### config.mk
export PLATFORM = sky130hd
export DESIGN_NAME = cjtag_bridge_unit
export DESIGN_NICKNAME = d
export VERILOG_FILES = /design/src/rtl/cjtag_bridge_unit.sv
export SDC_FILE = /design/constraint.sdc
export NUM_CORES = 1
export LEC_CHECK = 0
export CAP_MARGIN = 20
export CORE_MARGIN = 2
export CORE_UTILIZATION = 60
export CTS_CLUSTER_DIAMETER = 30
export DETAILED_ROUTE_END_ITERATION = 8
export PLACE_DENSITY_LB_ADDON = 0.15
export REMOVE_ABC_BUFFERS = 1
export SYNTH_ARGS = -nofsm -noshare
export SYNTH_HDL_FRONTEND = slang
export SYNTH_SLANG_ARGS = --single-unit
### constraint.sdc
create_clock -name clk_i -period 2.9 [get_ports clk_i]
set_input_delay 0.87 -clock clk_i [delete_from_list [all_inputs] [get_ports clk_i]]
set_output_delay 0.87 -clock clk_i [all_outputs]
set_load 0.005 [all_outputs]
### src/rtl/cjtag_bridge_unit.sv
// Two-wire cJTAG (OScan1 subset) to four-wire JTAG bridge.
// Oversamples TCKC/TMSC with clk_i, handles escapes/activation and decodes 3-slot scan packets.
module cjtag_bridge_unit (
  input  logic clk_i,
  input  logic rst_i,
  input  logic tckc_i,
  input  logic tmsc_i,
  output logic tmsc_o,
  output logic tmsc_oen,
  output logic tck_o,
  output logic tms_o,
  output logic tdi_o,
  input  logic tdo_i,
  output logic online_o,
  output logic nsp_o
);

  typedef enum logic [1:0] {ST_OFFLINE, ST_OAC, ST_ONLINE} state_e;

  // Activation bits in arrival order, bit i = i-th TMSC bit (OAC, EC, CP, each LSB first).
  localparam logic [11:0] OAC_SEQ = 12'h08C;

  logic [2:0] tckc_sync_q;
  logic [2:0] tmsc_sync_q;
  logic       tckc_s, tckc_rise, tckc_fall;
  logic       tmsc_s, tmsc_edge;

  state_e     state_q;
  logic [3:0] esc_cnt_q, esc_cnt_d;
  logic [3:0] bit_cnt_q;
  logic [1:0] slot_q;
  logic       skip_fall_q;
  logic       tck_q, tms_q, tdi_q, tmsc_out_q, oen_q, online_q, nsp_q;
  logic       esc_hit, esc_select;

  // NOTE: sequential state uses non-blocking (<=) so every flop samples pre-edge values.
  always_ff @(posedge clk_i or posedge rst_i) begin
    if (rst_i) begin
      tckc_sync_q <= '0;
      tmsc_sync_q <= '0;
    end else begin
      tckc_sync_q <= {tckc_sync_q[1:0], tckc_i};
      tmsc_sync_q <= {tmsc_sync_q[1:0], tmsc_i};
    end
  end

  assign tckc_s    = tckc_sync_q[1];
  assign tckc_rise = tckc_sync_q[1] & ~tckc_sync_q[2];
  assign tckc_fall = ~tckc_sync_q[1] & tckc_sync_q[2];
  assign tmsc_s    = tmsc_sync_q[1];
  assign tmsc_edge = tmsc_sync_q[1] ^ tmsc_sync_q[2];

  // NOTE: every always_comb output gets a default first, so no path can infer a latch.
  always_comb begin
    esc_cnt_d = esc_cnt_q;
    if (tckc_rise) begin
      esc_cnt_d = 4'd0;
    end else if (tckc_s && tmsc_edge && oen_q && (esc_cnt_q != 4'hF)) begin
      esc_cnt_d = esc_cnt_q + 4'd1;
    end
  end

  assign esc_hit    = tckc_fall && (esc_cnt_q >= 4'd4);
  assign esc_select = esc_cnt_q inside {4'd6, 4'd7};

  always_ff @(posedge clk_i or posedge rst_i) begin
    if (rst_i) begin
      state_q     <= ST_OFFLINE;
      esc_cnt_q   <= 4'd0;
      bit_cnt_q   <= 4'd0;
      slot_q      <= 2'd0;
      skip_fall_q <= 1'b0;
      tck_q       <= 1'b0;
      tms_q       <= 1'b1;
      tdi_q       <= 1'b0;
      tmsc_out_q  <= 1'b0;
      oen_q       <= 1'b1;
      online_q    <= 1'b0;
      nsp_q       <= 1'b1;
    end else begin
      esc_cnt_q <= esc_cnt_d;
      if (!oen_q) tmsc_out_q <= tdo_i;

      if (esc_hit) begin
        state_q     <= esc_select ? ST_OAC : ST_OFFLINE;
        bit_cnt_q   <= 4'd0;
        slot_q      <= 2'd0;
        skip_fall_q <= 1'b0;
        tck_q       <= 1'b0;
        tms_q       <= 1'b1;
        tdi_q       <= 1'b0;
        oen_q       <= 1'b1;
        online_q    <= 1'b0;
        nsp_q       <= 1'b1;
      end else begin
        case (state_q)
          ST_OAC: begin
            if (tckc_rise) begin
              if (tmsc_s != OAC_SEQ[bit_cnt_q]) begin
                state_q   <= ST_OFFLINE;
                bit_cnt_q <= 4'd0;
              end else if (bit_cnt_q == 4'd11) begin
                state_q     <= ST_ONLINE;
                bit_cnt_q   <= 4'd0;
                slot_q      <= 2'd0;
                skip_fall_q <= 1'b1;
                online_q    <= 1'b1;
                nsp_q       <= 1'b0;
              end else begin
                bit_cnt_q <= bit_cnt_q + 4'd1;
              end
            end
          end
          ST_ONLINE: begin
            if (tckc_rise) begin
              case (slot_q)
                2'd0: begin
                  tdi_q <= ~tmsc_s;
                  tck_q <= 1'b0;
                end
                2'd1: tms_q <= tmsc_s;
                2'd2: tck_q <= 1'b1;
                default: ;
              endcase
            end
            if (tckc_fall) begin
              // The fall that ends the last activation bit is not a packet slot boundary.
              if (skip_fall_q) begin
                skip_fall_q <= 1'b0;
              end else begin
                case (slot_q)
                  2'd0: slot_q <= 2'd1;
                  2'd1: begin
                    slot_q     <= 2'd2;
                    oen_q      <= 1'b0;
                    tmsc_out_q <= tdo_i;
                  end
                  default: begin
                    slot_q <= 2'd0;
                    oen_q  <= 1'b1;
                  end
                endcase
              end
            end
          end
          default: begin
            tck_q <= 1'b0;
            tms_q <= 1'b1;
            tdi_q <= 1'b0;
            oen_q <= 1'b1;
          end
        endcase
      end
    end
  end

  assign tmsc_o   = tmsc_out_q;
  assign tmsc_oen = oen_q;
  assign tck_o    = tck_q;
  assign tms_o    = tms_q;
  assign tdi_o    = tdi_q;
  assign online_o = online_q;
  assign nsp_o    = nsp_q;

endmodule

# [After elaboration in Yosys (flattened, before gate mapping)]
# Memory sizes are Yosys's and may differ from the RTL's.
# Cells that the tools add are included.
[totals] ff_bits=26 mem_bits_ro=16 input_bits=5 mem_count=1
[memory_table] memory="(no name shown)" words=16 width=1 read_ports=1 rd_clocked_by_memory_dff=0 wr=0 line_no="99" source="if (tmsc_s != OAC_SEQ[bit_cnt_q]) begin"
[op_classes] addsub=2 order_cmp=2 eq_ne=21 n_mux=58 bitwise=6 reduce_logical=21
[op_table] op="$mux W1" n=31
[op_table] op="$mux W4" n=7
[op_table] op="$ne A3 B3 Y1 const B" n=9
[op_table] op="$mux W2" n=11
[op_table] op="$pmux W1 S2" n=7
[op_table] op="$reduce_and A3 Y1" n=4
[op_table] op="$reduce_bool A2 Y1" n=5
[op_table] op="$add A4 B1 Y4 const B" n=2
[op_table] op="$eq A4 B3 Y1 const B" n=2
[op_table] op="$pmux W2 S2" n=2
[op_table] op="$reduce_and A4 Y1" n=2
[op_table] op="$reduce_and A6 Y1" n=1
[op_table] op="$reduce_bool A3 Y1" n=2
[op_table] op="$lt A4 B5 Y1 const B" n=1
[op_table] op="$reduce_and A5 Y1" n=1
[op_table] op="$eq A2 B1 Y1 const B" n=2
[op_table] op="$eq A2 B2 Y1 const B" n=2
[op_table] op="$eq A4 B4 Y1 const B" n=1
[op_table] op="$ge A4 B3 Y1 const B" n=1
[op_table] op="$logic_and A1 B1 Y1" n=4
[op_table] op="$ne A2 B2 Y1 const B" n=2
[op_table] op="$ne A4 B3 Y1 const B" n=1
[op_table] op="$ne A4 B4 Y1 const B" n=1
[op_table] op="$not A1 Y1" n=3
[op_table] op="5 further kinds" n=6

# [Logic depth before layout (Yosys ltp)]
[logic_depth] ltp_word=7 mapped_depth=5 depth_no_buf=5

# [Least setup slack after synthesis]
# Ideal clock, no wire load.
[synth_path] path_kind="register to register" startpoint="register bit_cnt_q[1]" endpoint="register bit_cnt_q[3]" arrival_time_ns=1.410 t_required_ns=2.775 path_slack_ns=1.365 stages_incl_launch_ff=6 n_path_buf=0 synth_period_minus_slack_ns=1.535 path_cell_list="dfrtp_1 -> ha_1 -> mux2i_1 -> mux2i_1 -> a21oi_1 -> a2111oi_0"
[synth_via] elab_chain_len=7 elab_cells_between_ends=10 classes_between="add/sub (1); eq/ne (2); mux (6); memory (1)"
[synth_lines] element="start: declaration" line_no="30" source="logic [3:0] bit_cnt_q;"
[synth_lines] element="start signal: assignment" line_no="110" source="bit_cnt_q <= bit_cnt_q + 4'd1;"
[synth_lines] element="$mem_v2 Z16 W1"
[synth_lines] element="$mux W1 (implied by the code)" line_no="99"
[synth_lines] element="$ne A1 B1 Y1" line_no="99"
[synth_lines] element="$mux W4 (*)" line_no="99"
[synth_lines] element="$mux W4 (*)" line_no="98" source="if (tckc_rise) begin"
[synth_lines] element="$mux W4 (*)" line_no="96" source="case (state_q)"
[synth_lines] element="$mux W4 (*)" line_no="84" source="if (esc_hit) begin"
# Mark *: on every way between the ends. The rest lies on a longest branch, timed or not. The select of a mux whose other input is x is not followed.
# A chain may end at the register's enable or synchronous reset.

# [Worst setup path after layout]
[layout_path] startpoint="register oen_q (netlist: tmsc_oen)" endpoint="output port tmsc_oen"
[layout_rtl] element="start: declaration" line_no="33" source="logic tck_q, tms_q, tdi_q, tmsc_out_q, oen_q, online_q, nsp_q;"
[layout_rtl] element="start signal: assignment" line_no="77" source="oen_q <= 1'b1;"
[layout_rtl] element="start signal: assignment" line_no="92" source="oen_q <= 1'b1;"
[layout_rtl] element="start signal: assignment" line_no="135" source="oen_q <= 1'b0;"
[layout_rtl] element="end: declaration" line_no="9" source="output logic tmsc_oen,"
# No word-level cell between the ends.

==> impl_results.rst <==
.. list-table::
   :header-rows: 1

   * - Metric
     - Value
   * - Run status
     - complete, no violations
   * - Number of cell instances on the worst register-to-register path
     - 4
   * - Residual DRC
     - 0
   * - Post-CTS Hold Buffers
     - 0
   * - Number of fillers in the final layout
     - 181
   * - Die Area
     - 2660 um^2
   * - Number of sinks driven by the clock tree
     - 26
   * - CP bufs+invs
     - 1
   * - Setup TNS
     - 0 ns
   * - Die X
     - 51.6 um
   * - Synth top area share
     - 0.424
   * - Number of antenna violations at the first check in global routing
     - 0
   * - Hold Vio Cnt, Final
     - 0
   * - Final wirelength
     - 2370 um
   * - Number of enable flip-flop cells after synthesis
     - 0
   * - Levels on crit path
     - 1
   * - Largest stage delay on the critical path
     - 0.63 ns
   * - Mean Syn Cell Area
     - 10.6 um^2
   * - Initial core utilization
     - 0.626
   * - Largest net degree at the start of global routing
     - 27
   * - Post-synthesis instance area
     - 1360 um^2
   * - Layout Skew
     - 0.00474 ns
   * - Placer Congestion
     - 0.810
   * - Cell class contributing the biggest share of worst-path delay
     - flip-flops
   * - Setup repair after global routing missed its margin
     - no
   * - Overflow after GRT
     - 0
   * - Highest-count cells in the layout ignoring fill and taps
     - dfrtp_1, nor2_1, clkdlybuf4s50_1
   * - Share of the clock period used by the worst path
     - 0.808
   * - Number of top-level design ports
     - 12
   * - Storage element area
     - 654 um^2
   * - Hold WC Path Type
     - flip-flop to flip-flop
   * - Global-route wire length before repair
     - 4470 um
   * - Deepest level of the CTS H-tree
     - 1
   * - Synthesis-to-layout area growth
     - 12.0%
   * - Port buffer count
     - 11
   * - Slew of the pin with the lowest slew margin
     - 0.477 ns
   * - Most common flop cell mapped by yosys
     - dfrtp_1
   * - Ordered cell list for the critical path
     - clkdlybuf4s50_1
   * - Max VDD drop
     - 0.343 mV
   * - Register area share after synthesis
     - 0.482
   * - Leakage Power
     - 0.000644 uW
   * - Hold Path Stages
     - 0
   * - Number of distinct library cell variants in the gate-level netlist after synthesis
     - 45
   * - Dominant cells by area after synthesis
     - dfrtp_1, dfstp_2, nor2_1, nand2b_1, a21oi_1
   * - Final Net Count
     - 149
   * - Startpoint types
     - flip-flop
   * - Vertical extent of the die
     - 51.6 um
   * - Minimum clock period
     - 2.34 ns
   * - Total iterations of the first detailed-routing run
     - 4
   * - Initial DRC count
     - 16
   * - Proportion of layout cells with a drive suffix above 1
     - 0.129
   * - Critical path peak fanout
     - 6
   * - Power density relative to cell area
     - 478 nW/um^2
   * - Via count of the first global-routing pass
     - 1041
   * - DR vias
     - 1018
   * - Maximum root-to-sink buffer count
     - 2
   * - Total area of multi-input combinational cells
     - 647 um^2
   * - Slowest stage cell on the critical path
     - dfstp_2
   * - Inserted Clock Buffers
     - 3
   * - Clock transition at the registers of the reported paths
     - 0.13 ns
   * - Post-layout util
     - 0.701
   * - Post-detailed-route wirelength per cell
     - 14.1 um
   * - Setup-violating endpoint count in the final report
     - 0
   * - Clock tree from TritonCTS
     - yes
   * - Detailed placer's ending HPWL
     - 1700 um
   * - Worst Hold Margin
     - 0.359 ns
   * - Post-CTS Setup Repair Bufs
     - 0
   * - Seq cells post-synth
     - 26
   * - Clock latency on the worst-skew pair
     - 0.33 ns
   * - Synth Warn #
     - 0
   * - Cell accounting for the most synthesized area
     - dfrtp_1
   * - Relative slew margins
     - 0.682
   * - Row count
     - 17
   * - Maximum clock frequency
     - 427 MHz
   * - Setup crit end kind
     - primary output
   * - Fraction of synthesis flops using an asynchronous set or reset pin
     - 1.00
   * - Antenna Cells
     - 0
   * - Global routing usage summed across all routing layers
     - 0.229
   * - Cells resized by post-CTS repair
     - 0
   * - Via density
     - 6.06
   * - Count of nets left with antenna violations after detail routing
     - 0
   * - Leading cell type in the layout, fill and taps excluded
     - dfrtp_1
   * - Critical path start-end classification
     - flip-flop to primary output
   * - Placeable Area
     - 2170 um^2
   * - CP arrival
     - 1.47 ns
   * - Post-synthesis cell count
     - 128
   * - Count of maximum capacitance violations
     - 0
   * - Max Transition Viols Final
     - 0
   * - Critical path required time
     - 2.03 ns
   * - Root cell of the clock tree
     - clkbuf_4
-- final timing paths --
kind                                          start                       end  slack, ns
hold / removal             tckc_sync_q[0]$_DFF_PP0_  tckc_sync_q[1]$_DFF_PP0_       0.36
setup / recovery               tmsc_oen$_DFFE_PP1P_                  tmsc_oen       0.56
min in group asynchronous                     rst_i  bit_cnt_q[1]$_DFFE_PP0P_       0.86
hold reg to reg            tckc_sync_q[0]$_DFF_PP0_  tckc_sync_q[1]$_DFF_PP0_       0.36
setup reg to reg           tckc_sync_q[1]$_DFF_PP0_          tmsc_o$_DFF_PP0_       0.98
max in group asynchronous                     rst_i         tms_o$_DFFE_PP1P_       1.74
-- logic make-up after synthesis --
logic type                 Yosys count  synth area share
adders and majority gates            3            0.0277
DFF                                 26             0.482
AOI/OAI and AO/OA                   36             0.198
xor gates and xnor gates             3            0.0249
muxes                                4            0.0304
and+or+nand+nor                     44             0.195
buffers and inverters               12            0.0415
-- metal layers --
metal,global-route usage,wire (um)
met1,0.303,1100
met2,0.361,1130
met3,0.0259,72
met4,0.140,61
met5,0,0
-- worst reg2reg max path, delay by kind of cell, from the launching register on --
| family | cells | cell delay [ns] |
|---|---|---|
| compound gates | 2 | 0.57 |
| flops | 1 | 0.47 |
| mux | 1 | 0.35 |
| simple gates | 1 | 0.42 |
-- state kept, by name (all words and copies together) (netlist names) --
register     cells
bit_cnt_q        4
esc_cnt_q        4
tckc_sync_q      3
tmsc_sync_q      3
slot_q           2
state_q          2
nsp_o            1
online_o         1
skip_fall_q      1
tck_o            1
tdi_o            1
tms_o            1
tmsc_o           1
tmsc_oen         1
-- area by class of cell --
class                   count  share of cell area
well taps                  28              0.0230
repair buffers             12              0.0774
flip-flops and latches     26               0.430
multi-input cells          90               0.426
clock buffers               4              0.0239
inverters                   8              0.0198
-- synth_stat cells, types with 2 or more instances --
library cell and count:
dfrtp_1 23, nor2_1 12, a21oi_1 8, inv_1 8, nand2b_1 7, nand3_1 6, o21ai_0 6, nand2_1 5
buf_2 3, dfstp_2 3, ha_1 3, mux2i_1 3, o22ai_1 3, a2111oi_0 2, a211oi_1 2, nand4_1 2
nor2b_1 2, o211ai_2 2, o21ai_1 2
-- power by group --
part           switching [uW]  internal [uW]  total, uW
Sequential               33.3            397        430
Clock                     107           77.0        184
Combinational            58.9           54.2        113
Total                     199            528        727
-- stage by stage --
stage | worst slack, ns | instance area, um^2 | power, uW | std cells
floorplan | 1.22 | 1330 | 509 | 124
global placement | 0.947 | 1480 | 545 | 164
detailed placement | 0.941 | 1480 | 550 | 164
CTS | 0.549 | 1520 | 739 | 168
global route | 0.495 | 1520 | 773 | 168
finish | 0.557 | 1520 | 727 | 168
Note: power is estimated with default switching activity, not from simulation.
